[src/rtl/rv_instr_encoder.sv]
// rv_instr_encoder: turns an op index plus rd/rs1/rs2/imm into a 32-bit RV64IM instruction word.
// Ports: clk, rst (async, active-high); request stream in_valid/in_ready carrying in_op, in_rd, in_rs1,
//   in_rs2, in_imm; response stream out_valid/out_ready carrying out_instr, out_err; err_cnt (saturating).
// Latency 1 cycle, 1 word/cycle. LI may expand to LUI+ADDIW; the ADDIW waits in a pending register and
//   blocks new requests until it reaches the output. Output holds stable while out_valid & !out_ready.
// Config macro ENC_M_EXT_EN: when defined ops 49-61 encode as M-extension ops, otherwise they are illegal.
module rv_instr_encoder #(
    parameter int XLEN  = 64,
    parameter int CNT_W = 8
) (
    input  logic             clk,
    input  logic             rst,
    input  logic             in_valid,
    output logic             in_ready,
    input  logic [5:0]       in_op,
    input  logic [4:0]       in_rd,
    input  logic [4:0]       in_rs1,
    input  logic [4:0]       in_rs2,
    input  logic [31:0]      in_imm,
    output logic             out_valid,
    input  logic             out_ready,
    output logic [31:0]      out_instr,
    output logic             out_err,
    output logic [CNT_W-1:0] err_cnt
);
    localparam bit IS_RV32 = (XLEN == 32);

    localparam logic [6:0] OPC_LUI      = 7'b0110111;
    localparam logic [6:0] OPC_AUIPC    = 7'b0010111;
    localparam logic [6:0] OPC_JAL      = 7'b1101111;
    localparam logic [6:0] OPC_JALR     = 7'b1100111;
    localparam logic [6:0] OPC_BRANCH   = 7'b1100011;
    localparam logic [6:0] OPC_LOAD     = 7'b0000011;
    localparam logic [6:0] OPC_STORE    = 7'b0100011;
    localparam logic [6:0] OPC_OPIMM    = 7'b0010011;
    localparam logic [6:0] OPC_OP       = 7'b0110011;
    localparam logic [6:0] OPC_OPIMM32  = 7'b0011011;
    localparam logic [6:0] OPC_OP32     = 7'b0111011;
    localparam logic [6:0] F7_ALT       = 7'b0100000;
`ifdef ENC_M_EXT_EN
    localparam logic [6:0] F7_MUL       = 7'b0000001;
`endif
    // On RV32 the second LI word is a plain ADDI (same 32-bit result, ADDIW does not exist).
    localparam logic [6:0] OPC_LI_LO    = IS_RV32 ? OPC_OPIMM : OPC_OPIMM32;

    // funct3 for every op index; ops without a funct3 field return 0.
    function automatic logic [2:0] f3_of(input logic [5:0] op);
        case (op)
            6'd5, 6'd11, 6'd18, 6'd27, 6'd32, 6'd41, 6'd46, 6'd50: f3_of = 3'd1;
            6'd12, 6'd19, 6'd22, 6'd33, 6'd51:                     f3_of = 3'd2;
            6'd13, 6'd20, 6'd23, 6'd34, 6'd52:                     f3_of = 3'd3;
            6'd6, 6'd14, 6'd24, 6'd35, 6'd53, 6'd58:               f3_of = 3'd4;
            6'd7, 6'd15, 6'd28, 6'd29, 6'd36, 6'd37, 6'd42, 6'd43,
            6'd47, 6'd48, 6'd54, 6'd59:                            f3_of = 3'd5;
            6'd8, 6'd16, 6'd25, 6'd38, 6'd55, 6'd60:               f3_of = 3'd6;
            6'd9, 6'd26, 6'd39, 6'd56, 6'd61:                      f3_of = 3'd7;
            default:                                               f3_of = 3'd0;
        endcase
    endfunction

    logic signed [31:0] imm_s;
    logic               fits12, fits_b, fits_j, u_ok, shamt_ok, shw_ok;
    logic [19:0]        li_hi;

    assign imm_s    = $signed(in_imm);
    assign fits12   = (imm_s >= -2048) && (imm_s <= 2047);
    assign fits_b   = !in_imm[0] && (imm_s >= -4096) && (imm_s <= 4094);
    assign fits_j   = !in_imm[0] && (imm_s >= -1048576) && (imm_s <= 1048574);
    assign u_ok     = (in_imm[11:0] == 12'h000);
    assign shamt_ok = (in_imm[31:6] == '0) && (!IS_RV32 || !in_imm[5]);
    assign shw_ok   = (in_imm[31:5] == '0);
    // (imm + 0x800) >> 12 modulo 2^20: rounding carry comes from bit 11 of the low part.
    assign li_hi    = in_imm[31:12] + {19'b0, in_imm[11]};

    logic [2:0]  f3;
    logic [31:0] enc_word, enc_second;
    logic        enc_err, enc_two;

    always_comb begin
        f3         = f3_of(in_op);
        enc_word   = '0;
        enc_second = '0;
        enc_err    = 1'b0;
        enc_two    = 1'b0;
        case (in_op) inside
            6'd0: begin
                enc_word = {in_imm[31:12], in_rd, OPC_LUI};
                enc_err  = !u_ok;
            end
            6'd1: begin
                enc_word = {in_imm[31:12], in_rd, OPC_AUIPC};
                enc_err  = !u_ok;
            end
            6'd2: begin
                enc_word = {in_imm[20], in_imm[10:1], in_imm[11], in_imm[19:12], in_rd, OPC_JAL};
                enc_err  = !fits_j;
            end
            6'd3: begin
                enc_word = {in_imm[11:0], in_rs1, f3, in_rd, OPC_JALR};
                enc_err  = !fits12;
            end
            [6'd4:6'd9]: begin
                enc_word = {in_imm[12], in_imm[10:5], in_rs2, in_rs1, f3, in_imm[4:1], in_imm[11], OPC_BRANCH};
                enc_err  = !fits_b;
            end
            [6'd10:6'd16]: begin
                enc_word = {in_imm[11:0], in_rs1, f3, in_rd, OPC_LOAD};
                enc_err  = !fits12 || (IS_RV32 && (in_op == 6'd13 || in_op == 6'd16));
            end
            [6'd17:6'd20]: begin
                enc_word = {in_imm[11:5], in_rs2, in_rs1, f3, in_imm[4:0], OPC_STORE};
                enc_err  = !fits12 || (IS_RV32 && in_op == 6'd20);
            end
            [6'd21:6'd26]: begin
                enc_word = {in_imm[11:0], in_rs1, f3, in_rd, OPC_OPIMM};
                enc_err  = !fits12;
            end
            [6'd27:6'd29]: begin
                enc_word = {1'b0, in_op == 6'd29, 4'b0, in_imm[5:0], in_rs1, f3, in_rd, OPC_OPIMM};
                enc_err  = !shamt_ok;
            end
            [6'd30:6'd39]: begin
                enc_word = {(in_op == 6'd31 || in_op == 6'd37) ? F7_ALT : 7'b0,
                            in_rs2, in_rs1, f3, in_rd, OPC_OP};
            end
            6'd40: begin
                enc_word = {in_imm[11:0], in_rs1, f3, in_rd, OPC_OPIMM32};
                enc_err  = !fits12 || IS_RV32;
            end
            [6'd41:6'd43]: begin
                enc_word = {1'b0, in_op == 6'd43, 5'b0, in_imm[4:0], in_rs1, f3, in_rd, OPC_OPIMM32};
                enc_err  = !shw_ok || IS_RV32;
            end
            [6'd44:6'd48]: begin
                enc_word = {(in_op == 6'd45 || in_op == 6'd48) ? F7_ALT : 7'b0,
                            in_rs2, in_rs1, f3, in_rd, OPC_OP32};
                enc_err  = IS_RV32;
            end
            [6'd49:6'd56]: begin
`ifdef ENC_M_EXT_EN
                enc_word = {F7_MUL, in_rs2, in_rs1, f3, in_rd, OPC_OP};
`else
                enc_err  = 1'b1;
`endif
            end
            [6'd57:6'd61]: begin
`ifdef ENC_M_EXT_EN
                enc_word = {F7_MUL, in_rs2, in_rs1, f3, in_rd, OPC_OP32};
                enc_err  = IS_RV32;
`else
                enc_err  = 1'b1;
`endif
            end
            6'd62: enc_word = 32'h0010_0073;
            default: begin
                // LI: small values fit one ADDI from x0; otherwise LUI, plus a low-part add if non-zero.
                if (fits12) begin
                    enc_word = {in_imm[11:0], 5'd0, 3'd0, in_rd, OPC_OPIMM};
                end else begin
                    enc_word   = {li_hi, in_rd, OPC_LUI};
                    enc_two    = (in_imm[11:0] != 12'h000);
                    enc_second = {in_imm[11:0], in_rd, 3'd0, in_rd, OPC_LI_LO};
                end
            end
        endcase
        if (enc_err) begin
            enc_word = '0;
            enc_two  = 1'b0;
        end
    end

    logic             out_valid_q, out_valid_d, out_err_q, out_err_d, pend_q, pend_d;
    logic [31:0]      out_instr_q, out_instr_d, pend_instr_q, pend_instr_d;
    logic [CNT_W-1:0] err_cnt_q, err_cnt_d;
    logic             slot_free, accept;

    assign slot_free = !out_valid_q || out_ready;
    assign in_ready  = !pend_q && slot_free;
    assign accept    = in_valid && in_ready;

    always_comb begin
        out_valid_d  = out_valid_q;
        out_instr_d  = out_instr_q;
        out_err_d    = out_err_q;
        pend_d       = pend_q;
        pend_instr_d = pend_instr_q;
        err_cnt_d    = err_cnt_q;
        if (pend_q && slot_free) begin
            out_valid_d = 1'b1;
            out_instr_d = pend_instr_q;
            out_err_d   = 1'b0;
            pend_d      = 1'b0;
        end else if (accept) begin
            out_valid_d  = 1'b1;
            out_instr_d  = enc_word;
            out_err_d    = enc_err;
            pend_d       = enc_two;
            pend_instr_d = enc_second;
        end else if (out_valid_q && out_ready) begin
            out_valid_d = 1'b0;
        end
        if (accept && enc_err && (err_cnt_q != {CNT_W{1'b1}})) begin
            err_cnt_d = err_cnt_q + {{(CNT_W-1){1'b0}}, 1'b1};
        end
    end

    always_ff @(posedge clk or posedge rst) begin
        if (rst) begin
            out_valid_q  <= 1'b0;
            out_instr_q  <= '0;
            out_err_q    <= 1'b0;
            pend_q       <= 1'b0;
            pend_instr_q <= '0;
            err_cnt_q    <= '0;
        end else begin
            out_valid_q  <= out_valid_d;
            out_instr_q  <= out_instr_d;
            out_err_q    <= out_err_d;
            pend_q       <= pend_d;
            pend_instr_q <= pend_instr_d;
            err_cnt_q    <= err_cnt_d;
        end
    end

    assign out_valid = out_valid_q;
    assign out_instr = out_instr_q;
    assign out_err   = out_err_q;
    assign err_cnt   = err_cnt_q;
endmodule

[config.mk]
export PLATFORM = sky130hd
export DESIGN_NAME = rv_instr_encoder
export DESIGN_NICKNAME = d
export VERILOG_FILES = /design/src/rtl/rv_instr_encoder.sv
export SDC_FILE = /design/constraint.sdc
export NUM_CORES = 1
export LEC_CHECK = 0
export BUFFER_PORTS_ARGS = -buffer_cell sky130_fd_sc_hd__buf_2
export CAP_MARGIN = 20
export CORE_ASPECT_RATIO = 2
export CORE_UTILIZATION = 40
export DETAILED_ROUTE_END_ITERATION = 8
export SYNTH_ARGS = -nofsm -noshare
export SYNTH_HDL_FRONTEND = slang
export SYNTH_SLANG_ARGS = --single-unit
[constraint.sdc]
create_clock -name clk -period 2.8 [get_ports clk]
set_input_delay 0.42 -clock clk [delete_from_list [all_inputs] [get_ports clk]]
set_output_delay 0.42 -clock clk [all_outputs]
set_load 0.03 [all_outputs]
[Word-level counts from Yosys, hierarchy flattened]
Memories as Yosys holds them, arrays and structs flattened.
Index checks and enable logic that the tools add are counted.
Storage, ports and cells
  flip-flop bits (word level): 75
  bits in latches: 0
  RAM bits: 0
  ROM bits: 192
  word-level logic and storage cells: 168
  memories: 1
Cells by class
  add/sub/neg operators: 2
  $mul: 0
  div/mod/pow operators: 0
  $lt $le $gt $ge: 26
  equality and inequality tests: 12
  shifts and indexed selects: 0
  muxes and demuxes: 79
  bitwise operators: 1
  reduce and logical (&&, ||, !) cells: 41
Memories
  (no name shown): depth 64, bits a word 3, rd ports 1, clocked after Yosys merged registers in 0, write ports 0, RTL line 48  | case (op)
Operators by type and width (count)
  $mux 32: 37
  $mux 1: 40
  $eq 6x6->1 const B: 6
  $ge 32x12->1 const B: 1
  $ge 32x13->1 const B: 1
  $ge 32x21->1 const B: 1
  $le 32x12->1 const B: 1
  $le 32x13->1 const B: 1
  $le 32x21->1 const B: 1
  $le 6x6->1 const B: 5
  $logic_not 27->1: 1
  $logic_not 26->1: 1
  $ge 6x5->1 const B: 4
  $ge 6x6->1 const B: 4
  $le 6x5->1 const B: 4
  $logic_and 1x1->1: 21
  $add 20x1->20: 1
  $eq 6x2->1 const B: 2
  $eq 6x5->1 const B: 2
  $logic_not 12->1: 1
  $mux 6: 2
  $reduce_bool 12->1: 1
  $logic_not 1->1: 9
  $add 8x1->8 const B: 1
  11 further kinds: 13

[Longest topological paths before layout]
Gate-level depths: netlist of run 1.
  word-level depth: 22
  gate-level depth with buffers: 13

[Least setup slack after synthesis of run 1]
Ideal clock, no wire load.
  path type: input-to-reg
  start: in in_op[2]
  end: reg out_instr_q[20], in the netlist out_instr[20]
  library setup time: 126 ps
  arrival: 2983 ps
  required time: 2674 ps
  path slack: -309 ps
  stages: 13
  buffers on the path: 3
  cell sequence: buf_2 > clkinv_1 > ha_1 > nor2b_1 > o311ai_1 > and3_4 > buf_6 > a211oi_1 > o22a_1 > o31a_1 > or2_1 > buf_2 > a221o_1
Between the ends
  longest elaborated chain between the ends: 20
  elaborated cells on any way between the ends: 70
  those cells by class: order compare (20); eq/ne (5); mux (34); reduce/logical (11)
Ends and longest elaborated chain
  start, declared: RTL line 15  | input logic [5:0] in_op,
  $ge 6x6->1 (no source line) (tied with other cells)
  $logic_and 1x1->1 (no source line) or $mux 32 (tied branches)
  $mux 32 or $mux 1 (tied branches) (15 in a row): RTL line 85  | case (in_op) inside
  $mux 32 (*): RTL line 166  | if (enc_err) begin
  $mux 32 (*): RTL line 193  | end else if (accept) begin
  $mux 32 (*): RTL line 188  | if (pend_q && slot_free) begin
  end signal, assigned: RTL line 217  | out_instr_q <= out_instr_d;
  end, declared: RTL line 173  | logic [31:0] out_instr_q, out_instr_d, pend_instr_q, pend_instr_d;
Mark *: on every way between the ends. The rest lies on a longest branch, timed or not. The select of a mux whose other input is x is not followed.
A chain may end at the register's enable or synchronous reset.

[Worst setup path in the final report of run 1]
  start: in in_op[0]
  end: reg out_instr_q[20], in the netlist out_instr[20]
Same word-level chain as after synthesis.

==> impl_metrics.env, run 1 <==
export IMPL_wl_met1_microns=7440
export IMPL_cts_tree="built"
export IMPL_power_uw=3910
export IMPL_most_common_layout_cells="192 x buf_4, 99 x buf_2, 60 x dfrtp_1"
export IMPL_port_buffers=99
export IMPL_clk_path_buf_depth=2
export IMPL_num_vias=6533
export IMPL_ys_seq_elements=60
export IMPL_drive_above_1_share=0.392
export IMPL_synth_ff_type="dfrtp_1"
export IMPL_pin_count=100
export IMPL_synth_distinct_cells=79
export IMPL_routabilityCongestion=1.06
export IMPL_wl_met2_microns=12700
export IMPL_syn_nets=711
export IMPL_synth_avg_cell_area_sq_um=8.08
export IMPL_layout_commonest_cell="buf_4"
export IMPL_fin_skew_ps=5.07
export IMPL_finalWorstSetupSlack_ps=-11.1
export IMPL_totalWireLength_microns=23400
export IMPL_fp_row_count=58
export IMPL_slew_headroom=0.456
export IMPL_htree_levels=3
export IMPL_tightestPinTransition_ps=804
export IMPL_area_delta_synth_final_pct=47.9
export IMPL_ant_nets=0
export IMPL_drtPass1Iterations=5
export IMPL_drt_iter0_markers=388
export IMPL_synthArstFlopShare=1.00
export IMPL_route_met3_wl_microns=965
export IMPL_ys_seq_area_frac=0.290
export IMPL_post_route_period_util=1.00
export IMPL_rrSetupSlack_ps=730
export IMPL_cp_max_fo=7
export IMPL_status="finished with violations"
export IMPL_dieArea_sq_um=13400
export IMPL_grt_pass1_wl_microns=34300
export IMPL_clk_latency_ps=330
export IMPL_cap_viol_max_count=0
export IMPL_violations="negative setup slack"
export IMPL_hold_viol_final=0
export IMPL_worstPathRequired_ps=3000
export IMPL_initial_core_util=0.410
export IMPL_final_setup_viol_count=1
export IMPL_dpl_hpwl_microns=19200
export IMPL_whs_ps=139
export IMPL_powerDensity_nw_per_um2=510
export IMPL_yosys_warnings=0
export IMPL_fin_nets=970
export IMPL_min_period_ps=2810
export IMPL_die_y_microns=163
export IMPL_setup_tns_ps=-11.1
export IMPL_antenna_found_initial=0
export IMPL_clockRootBuffer="clkbuf_16"
export IMPL_drc=0
export IMPL_fmax_ghz=0.356
export IMPL_hold_path_class="in -> async"
export IMPL_synth_area_sq_um=5180
export IMPL_worstPathArrival_ps=3020
export IMPL_grt_ovfl_total=0
export IMPL_synthCells=641
export IMPL_grt_pass1_vias=6511
export IMPL_clkTransAtPathRegs_ps=50
export IMPL_grt_max_degree=34
export IMPL_viasPerCell=6.20
export IMPL_wire_per_inst_microns=22.2
export IMPL_cts_sinks=60
export IMPL_grt_total_usage=0.355
export IMPL_maxSlewViolCount=0
export IMPL_crit_path_end_kind="flop"
export IMPL_p_leak_uw=0.00367
export IMPL_fp_coreArea_sq_um=12600
export IMPL_cts_buffers=9
export IMPL_crit_type="in -> reg"
export IMPL_top_layer="met4"
export IMPL_vdd_drop_max_v=0.000742
export IMPL_n_antenna_cell=0
export IMPL_synth_edf_count=0
export IMPL_startpoint_type="input port"
export IMPL_die_x_microns=82.5
[final timing paths]
check                           cells after the start                           end                    from
worst min register to register                      1        err_cnt[4]$_DFFE_PP0P_  err_cnt[4]$_DFFE_PP0P_
min in group clk                                    2         out_valid$_DFFE_PP0P_                in_valid
worst max register to register                      7            pend_q$_DFFE_PP0P_   out_valid$_DFFE_PP0P_
worst min-delay path                                2  pend_instr_q[19]$_DFFE_PP0P_                     rst
worst max-delay path                               12     out_instr[20]$_DFFE_PP0P_                in_op[0]
max in group asynchronous                           3     out_instr[24]$_DFFE_PP0P_                     rst
[power breakdown]
| group | total (uW) | internal [uW] | switching [uW] |
|---|---|---|---|
| Combinational | 1630 | 653 | 973 |
| Sequential | 1210 | 1060 | 153 |
| Clock | 1070 | 706 | 361 |
| Total | 3910 | 2420 | 1490 |
[final cells by class]
cell class / instances / area, sq um
fill: 1189 / 4960
multi-input combinational: 517 / 3600
timing repair buffer: 295 / 2020
sequential: 60 / 1500
clock buffer: 13 / 250
tap: 150 / 188
inverter: 17 / 76.3
clock inverter: 2 / 35.0
[synth_stat cells (3+ instances only)]
| library cell | instances | area share |
|---|---|---|
| nor4_1 | 16 | 0.019 |
| clkbuf_1 | 29 | 0.021 |
| nand4_1 | 11 | 0.013 |
| nor2b_1 | 5 | 0.0060 |
| o2111ai_1 | 5 | 0.0085 |
| a221oi_1 | 8 | 0.014 |
| nand2_1 | 51 | 0.037 |
| o22ai_1 | 9 | 0.011 |
| a22o_1 | 19 | 0.032 |
| and3_1 | 21 | 0.025 |
| nor2_1 | 48 | 0.035 |
| mux4_2 | 3 | 0.013 |
| nor3_1 | 13 | 0.013 |
| nand3b_1 | 3 | 0.0043 |
| o2bb2ai_1 | 4 | 0.0068 |
| a2111oi_0 | 3 | 0.0051 |
| dfrtp_1 | 60 | 0.29 |
| a31oi_1 | 6 | 0.0072 |
| o31a_1 | 4 | 0.0068 |
| mux2i_1 | 6 | 0.012 |
| o31ai_1 | 7 | 0.010 |
| nor3b_1 | 4 | 0.0058 |
| ha_1 | 13 | 0.031 |
| o21a_1 | 4 | 0.0058 |
| inv_1 | 16 | 0.012 |
| buf_2 | 13 | 0.013 |
| xnor2_1 | 12 | 0.020 |
| nand2b_1 | 15 | 0.018 |
| o221ai_1 | 5 | 0.0085 |
| a221o_1 | 6 | 0.012 |
| a21oi_1 | 39 | 0.038 |
| o21ai_1 | 3 | 0.0029 |
| o21ai_0 | 47 | 0.045 |
| xor2_1 | 4 | 0.0068 |
| nor4b_1 | 4 | 0.0068 |
| or3_1 | 5 | 0.0060 |
| o211ai_1 | 4 | 0.0058 |
| a211oi_1 | 7 | 0.010 |
| a22oi_1 | 25 | 0.036 |
| a21o_1 | 3 | 0.0043 |
| nand3_1 | 21 | 0.020 |
| and2_1 | 9 | 0.011 |
[cell families (layout without fill, tap and decap cells)]
family,Yosys count,count (layout),share of synthesized area
adders and majority gates,13,13,0.0314
and+or+nand+nor,246,246,0.259
AOI/OAI and AO/OA,231,231,0.310
xor gates and xnor gates,16,16,0.0270
buffers and inverters,64,327,0.0538
muxes,11,11,0.0290
DFF,60,60,0.290
[critical path, stage by stage]
cell       delay [ps]
buf_2             140
inv_1              90
ha_4              190
nor3b_2           160
nor4_1            450
buf_4             200
nor3_1             60
o2111ai_2         290
nor4_1            100
or3_1             350
a31o_2            260
a221o_1           290
[per-stage QoR]
stage | utilization | instance area (sq um) | setup slack [ps] | cells
finish | 0.607 | 7660 | -11.1 | 1054
global placement | 0.571 | 7210 | -343 | 1036
global route | 0.607 | 7660 | -88.9 | 1054
floorplan | - | 5270 | -113 | 641
detailed placement | 0.571 | 7210 | -380 | 1036
CTS | 0.594 | 7500 | 42.8 | 1051
[state kept, by name, summed over array words and instances, names as in the netlist]
register      flops
err_cnt           8
out_err           1
out_instr        31
out_valid         1
pend_instr_q     18
pend_q            1
[metal layers]
| metal | GRT usage | up-vias |
|---|---|---|
| met5 | 0 | - |
| met4 | 0.316 | 0 |
| met3 | 0.0431 | 132 |
| met2 | 0.662 | 309 |
| met1 | 0.313 | 3105 |
| li1 | - | 2987 |
[timing repair]
item / CTS / global route
setup buffers: 0 / 3
resized for setup: 1 / 29
hold buffers: 0 / 0
setup endpoints to repair: 1 / 25
endpoints found under the hold margin: 0 / 0
pin swaps: 0 / 4
Power figures use the tool's default switching activity.
==> run 2: changes to the inputs <==
MAX_ROUTING_LAYER = met4   (was unset)
==> run 2 against run 1 <==
  * Worst setup slack better by 75 ps
  * First-iteration DRC count is 1.3% lower
  * Highest routed layer unchanged
  * The run now ends clean
  * Cell area is 0.98% lower
  * Utilization is 0.59 points lower
  * Non-clock buffer count is 8 lower
  * Critical endpoint is now out_instr[26]$_DFFE_PP0P_
  * Sequential cell count stayed put
  * Via count is 0.58% lower
  * Largest power group unchanged
==> impl_metrics.env, run 2 (synthesis results as in run 1) <==
export IMPL_p_leak_uw=0.00365
export IMPL_cp_max_fo=7
export IMPL_pin_count=100
export IMPL_rrSetupSlack_ps=660
export IMPL_startpoint_type="input port"
export IMPL_min_period_ps=2740
export IMPL_layout_commonest_cell="buf_4"
export IMPL_htree_levels=3
export IMPL_clkTransAtPathRegs_ps=50
export IMPL_post_route_period_util=0.977
export IMPL_largest_reg_flops=31
export IMPL_antenna_found_initial=0
export IMPL_hold_path_class="in -> async"
export IMPL_dieArea_sq_um=13400
export IMPL_rsz0062_at_grt="yes"
export IMPL_grt_pass1_vias=6568
export IMPL_clk_latency_ps=330
export IMPL_slew_headroom=0.626
export IMPL_ant_nets=0
export IMPL_final_setup_viol_count=0
export IMPL_maxSlewViolCount=0
export IMPL_grt_max_degree=34
export IMPL_fillers=1183
export IMPL_num_vias=6495
export IMPL_drc=0
export IMPL_dpl_hpwl_microns=19900
export IMPL_drive_above_1_share=0.377
export IMPL_worstPathArrival_ps=2940
export IMPL_ctsHoldBuffers=0
export IMPL_n_antenna_cell=0
export IMPL_fmax_ghz=0.365
export IMPL_powerDensity_nw_per_um2=539
export IMPL_area_delta_synth_final_pct=46.5
export IMPL_cts_tree="built"
export IMPL_wire_per_inst_microns=22.9
export IMPL_r2r_cells=7
export IMPL_grt_ovfl_total=0
export IMPL_worstPathRequired_ps=3000
export IMPL_drtPass1Iterations=6
export IMPL_fin_nets=962
export IMPL_r2r_end="pend_q$_DFFE_PP0P_"
export IMPL_fin_skew_ps=5.30
export IMPL_cts_buffers=9
export IMPL_status="finished, final reports clean"
export IMPL_drt_iter0_markers=383
export IMPL_grt_pass1_wl_microns=35500
export IMPL_power_uw=4090
export IMPL_grt_total_usage=0.378
export IMPL_cts_sinks=60
export IMPL_fp_row_count=58
export IMPL_hold_viol_final=0
export IMPL_crit_type="in -> reg"
export IMPL_vdd_drop_max_v=0.000813
export IMPL_die_x_microns=82.5
export IMPL_tightestPinTransition_ps=561
export IMPL_clockRootBuffer="clkbuf_16"
export IMPL_port_buffers=99
export IMPL_viasPerCell=6.20
export IMPL_cap_viol_max_count=0
export IMPL_crit_path_end_kind="flop"
export IMPL_setup_tns_ps=0
export IMPL_routabilityCongestion=1.05
export IMPL_most_common_layout_cells="184 x buf_4, 99 x buf_2, 60 x dfrtp_1"
export IMPL_reg2reg_from="out_valid$_DFFE_PP0P_"
export IMPL_totalWireLength_microns=24000
export IMPL_fp_coreArea_sq_um=12600
export IMPL_die_y_microns=163
export IMPL_clk_path_buf_depth=2
export IMPL_initial_core_util=0.410
## run 2: where the power goes
group | switching (uW) | internal [uW]
Combinational | 957 | 624
Sequential | 148 | 1060
Clock | 384 | 916
Total | 1490 | 2600
## run 2: cell type report
cell class	count	area (sq um)	area share
Multi-Input combinational cell	517	3510	0.463
Tap cell	150	188	0.0247
Clock buffer	12	256	0.0338
Sequential cell	60	1500	0.198
Timing Repair Buffer	287	1960	0.258
Inverter	17	76.3	0.0101
Clock inverter	4	95.1	0.0125
## run 2: per-layer routing
layer  wire length, microns  vias up  global-route usage
met5                      0        -                   -
met4                   2580        0               0.344
met3                    902      116              0.0359
met2                  12800      271               0.672
met1                   7680     3139               0.334
li1                       -     2969                   -
## run 2: worst max-delay path, stage by stage
cell and delay, ps:
buf_2 100, buf_4 150, ha_1 200, nor2b_4 140
o311ai_4 320, and3_4 290, a211oi_1 80, o22a_1 230
o31a_1 320, nor2_1 340, buf_4 240, o22ai_1 100
## run 2: per-stage QoR
step,hold WS [ps],setup slack [ps],instances,utilization,instance area (sq um)
3_3_place_gp,463,-318,1031,0.568,7170
4_1_cts,139,28.7,1047,0.596,7530
2_1_floorplan,458,-113,641,-,5270
5_1_grt,186,-42.2,1047,0.601,7590
3_5_place_dp,467,-301,1031,0.568,7170
6_report,124,63.5,1047,0.601,7590
## run 2: repair_timing
action | CTS | global route
gates resized for setup | 0 | 14
setup endpoints to repair | 0 | 42
setup buffers | 0 | 0
## run 2: worst max-delay path by stage
stage,start,endpoint,depth (start not counted)
2_1_floorplan,in_op[1],out_instr[20]$_DFFE_PP0P_,13
6_report,in_op[1],out_instr[26]$_DFFE_PP0P_,12
5_1_grt,in_op[1],pend_q$_DFFE_PP0P_,12
3_5_place_dp,in_op[1],out_instr[20]$_DFFE_PP0P_,13
4_1_cts,in_op[0],out_instr[20]$_DFFE_PP0P_,13
3_3_place_gp,in_op[1],out_instr[20]$_DFFE_PP0P_,13
==> run 3: changes to the inputs <==
CORE_UTILIZATION = 60   (was 40)
PLACE_DENSITY = 0.86   (was unset)
==> run 3 against run 2 <==
  * The flow now stops in global routing (5_1_grt)
  * Area after synthesis unchanged
  * Synthesized cell count unchanged
==> impl_metrics.env, run 3 <==
export IMPL_status="stopped before the end"
export IMPL_lastStage="global routing (5_1_grt)"
export IMPL_error_line="[ERROR GRT-0116] Global routing finished with congestion. Check the congestion regions in the DRC Viewer."
export IMPL_synthArstFlopShare=1.00
export IMPL_htree_levels=3
export IMPL_yosys_warnings=0
export IMPL_grt_ovfl_total=80
export IMPL_ys_seq_elements=60
export IMPL_clk_path_buf_depth=2
export IMPL_grt_max_degree=32
export IMPL_synth_ff_type="dfrtp_1"
export IMPL_grt_total_usage=0.692
export IMPL_yosysMostFrequentCell="dfrtp_1"
export IMPL_grt_pass1_vias=8124
export IMPL_cts_buffers=9
export IMPL_ys_seq_area_frac=0.290
export IMPL_placement_cell_area_sq_um=7070
export IMPL_synth_area_sq_um=5180
export IMPL_syn_nets=711
export IMPL_yosys_top_cells_count="60 x dfrtp_1, 51 x nand2_1, 48 x nor2_1"
export IMPL_synthCells=641
export IMPL_synth_distinct_cells=79
export IMPL_clockRootBuffer="clkbuf_16"
export IMPL_die_x_microns=67.7
export IMPL_yosys_area_top_type_share=0.290
export IMPL_dpl_hpwl_microns=18900
export IMPL_synth_edf_count=0
export IMPL_port_buffers=99
export IMPL_routabilityCongestion=1.25
export IMPL_synth_avg_cell_area_sq_um=8.08
export IMPL_synth_top_area_cell="dfrtp_1"
export IMPL_pre_cts_slack_ps=-363
export IMPL_fp_row_count=47
export IMPL_pin_count=100
export IMPL_initial_core_util=0.620
export IMPL_cts_sinks=60
export IMPL_synth_area_leaders="dfrtp_1 29%, o21ai_0 4.5%, a21oi_1 3.8%, nand2_1 3.7%, a22oi_1 3.6%"
export IMPL_die_y_microns=133
export IMPL_grt_pass1_wl_microns=45200
[run 3: cells by family after synthesis]
kind of cell / share of synthesized area
simple gates: 0.259
xor+xnor: 0.0270
flops: 0.290
compound gates: 0.310
buf+inv: 0.0538
mux: 0.0290
fa+ha+maj: 0.0314
[run 3: per-layer routing]
metal / GRT usage / GRT overflow
met1: 0.644 / 2
met2: 0.916 / 51
met3: 0.355 / 0
met4: 0.781 / 27
met5: - / -
[run 3: repair_timing]
item | in CTS
hold buffers | 0
pin swaps | 4
setup endpoints to repair | 31
resized for setup | 7
setup buffers | 1
[run 3: metrics by stage]
step	instances	hold WS (ps)	TNS, ps
2_1_floorplan	641	458	-519
3_3_place_gp	979	381	-9820
3_5_place_dp	979	391	-15380
4_1_cts	996	56.7	-67.4
==> run 4: changes to the inputs <==
CORE_ASPECT_RATIO = unset   (was 2)
CORE_UTILIZATION = 40   (was 60)
MAX_ROUTING_LAYER = unset   (was met4)
PLACE_DENSITY = unset   (was 0.86)
PLACE_DENSITY_LB_ADDON = 0.15   (was unset)
==> run 4 against run 3 <==
  * The run now ends clean
==> impl_metrics.env, run 4 (synthesis results as in run 1) <==
export IMPL_status="finished, final reports clean"
export IMPL_fp_row_count=41
export IMPL_vdd_drop_max_v=0.000368
export IMPL_drtPass1Iterations=7
export IMPL_cap_viol_max_count=0
export IMPL_cts_sinks=60
export IMPL_antenna_found_initial=1
export IMPL_layout_commonest_cell="buf_4"
export IMPL_dieArea_sq_um=13400
export IMPL_reg2reg_from="out_valid$_DFFE_PP0P_"
export IMPL_initial_core_util=0.411
export IMPL_clkTransAtPathRegs_ps=50
export IMPL_multi_input_area_sq_um=3510
export IMPL_route_met3_wl_microns=1190
export IMPL_r2r_end="err_cnt[1]$_DFFE_PP0P_"
export IMPL_largest_reg_flops=31
export IMPL_grt_max_degree=48
export IMPL_htree_levels=3
export IMPL_pin_count=100
export IMPL_totalWireLength_microns=21700
export IMPL_grt_ovfl_total=0
export IMPL_viasPerCell=5.94
export IMPL_fillers=1196
export IMPL_cts_tree="built"
export IMPL_most_common_layout_cells="195 x buf_4, 98 x buf_2, 60 x dfrtp_1"
export IMPL_clockRootBuffer="clkbuf_16"
export IMPL_setup_tns_ps=0
export IMPL_cts_buffers=9
export IMPL_r2r_cells=8
export IMPL_fp_coreArea_sq_um=12600
export IMPL_area_delta_synth_final_pct=47.9
export IMPL_drive_above_1_share=0.384
export IMPL_grt_total_usage=0.325
export IMPL_final_cells=1082
export IMPL_wl_met1_microns=9640
export IMPL_grt_pass1_wl_microns=32700
export IMPL_maxSlewViolCount=0
export IMPL_worstPathRequired_ps=3010
export IMPL_die_x_microns=116
export IMPL_cp_max_fo=9
export IMPL_clk_path_buf_depth=2
export IMPL_power_uw=3860
export IMPL_dp_cells=1065
export IMPL_fin_nets=975
export IMPL_slew_headroom=0.359
export IMPL_drc=0
export IMPL_p_leak_uw=0.00367
export IMPL_dpl_hpwl_microns=17600
export IMPL_worstPathArrival_ps=2940
export IMPL_wire_per_inst_microns=20.1
export IMPL_top_layer="met4"
export IMPL_port_buffers=99
export IMPL_tightestPinTransition_ps=959
export IMPL_finalWorstSetupSlack_ps=62.5
export IMPL_crit_path_end_kind="flop"
export IMPL_hold_viol_final=0
export IMPL_clk_latency_ps=320
export IMPL_routabilityCongestion=0.989
export IMPL_fin_skew_ps=4.26
export IMPL_post_route_period_util=0.978
export IMPL_die_y_microns=116
export IMPL_pre_cts_slack_ps=-378
export IMPL_num_vias=6428
export IMPL_min_period_ps=2740
export IMPL_register_area_sq_um=1500
export IMPL_final_setup_viol_count=0
export IMPL_wl_met2_microns=10200
export IMPL_crit_type="in -> reg"
export IMPL_fmax_ghz=0.365
export IMPL_ctsHoldBuffers=0
export IMPL_rrSetupSlack_ps=510
export IMPL_startpoint_type="input port"
export IMPL_drt_iter0_markers=474
export IMPL_ant_nets=0
export IMPL_powerDensity_nw_per_um2=504
export IMPL_grt_pass1_vias=6082
export IMPL_hold_path_class="in -> async"
[run 4: where the power goes]
| part | internal (uW) | switching (uW) | total (uW) |
|---|---|---|---|
| Clock | 688 | 360 | 1050 |
| Sequential | 1060 | 150 | 1210 |
| Combinational | 644 | 958 | 1600 |
[run 4: repair_timing]
action	CTS	global route
gates cloned	0	0
setup buffers	0	1
endpoints found under the setup margin	20	48
resized for setup	2	17
pin swaps	0	3
[run 4: stage by stage]
stage	area (sq um)	util	hold WS [ps]
4_1_cts	7590	0.601	316
5_1_grt	7660	0.607	325
3_3_place_gp	7290	0.578	461
3_5_place_dp	7290	0.578	487
6_report	7660	0.607	318
2_1_floorplan	5270	-	458
[run 4: worst max-delay path by stage]
stage               startpoint                         to
detailed placement    in_op[2]  out_instr[23]$_DFFE_PP0P_
CTS                   in_op[1]   out_instr[7]$_DFFE_PP0P_
global placement      in_op[1]  out_instr[23]$_DFFE_PP0P_
finish                in_op[0]  out_instr[20]$_DFFE_PP0P_
global route          in_op[0]     err_cnt[1]$_DFFE_PP0P_
floorplan             in_op[1]  out_instr[20]$_DFFE_PP0P_
[run 4: critical path, cell delays in order]
cell and delay (ps):
clkbuf_4 140, inv_1 80, ha_4 190, nor3b_2 170
or4_4 480, and3_4 220, nand2_2 90, buf_4 120
o2bb2ai_1 50, or3_1 410, a31o_2 280, a221o_1 290
[run 4: area by class of cell]
class | instances | share of cell area
multi-input cells | 517 | 0.459
repair buffers | 300 | 0.269
flip-flops and latches | 60 | 0.196
clock buffers | 14 | 0.0371
well taps | 172 | 0.0281
inverters | 17 | 0.00996
clock inverters | 1 | 0.000653
diodes | 1 | 0.000327
[run 4: layer usage]
metal / vias up / global-route usage
met5: - / 0
met4: 0 / 0.137
met3: 51 / 0.0497
met2: 277 / 0.540
met1: 3093 / 0.418
li1: 3007 / -
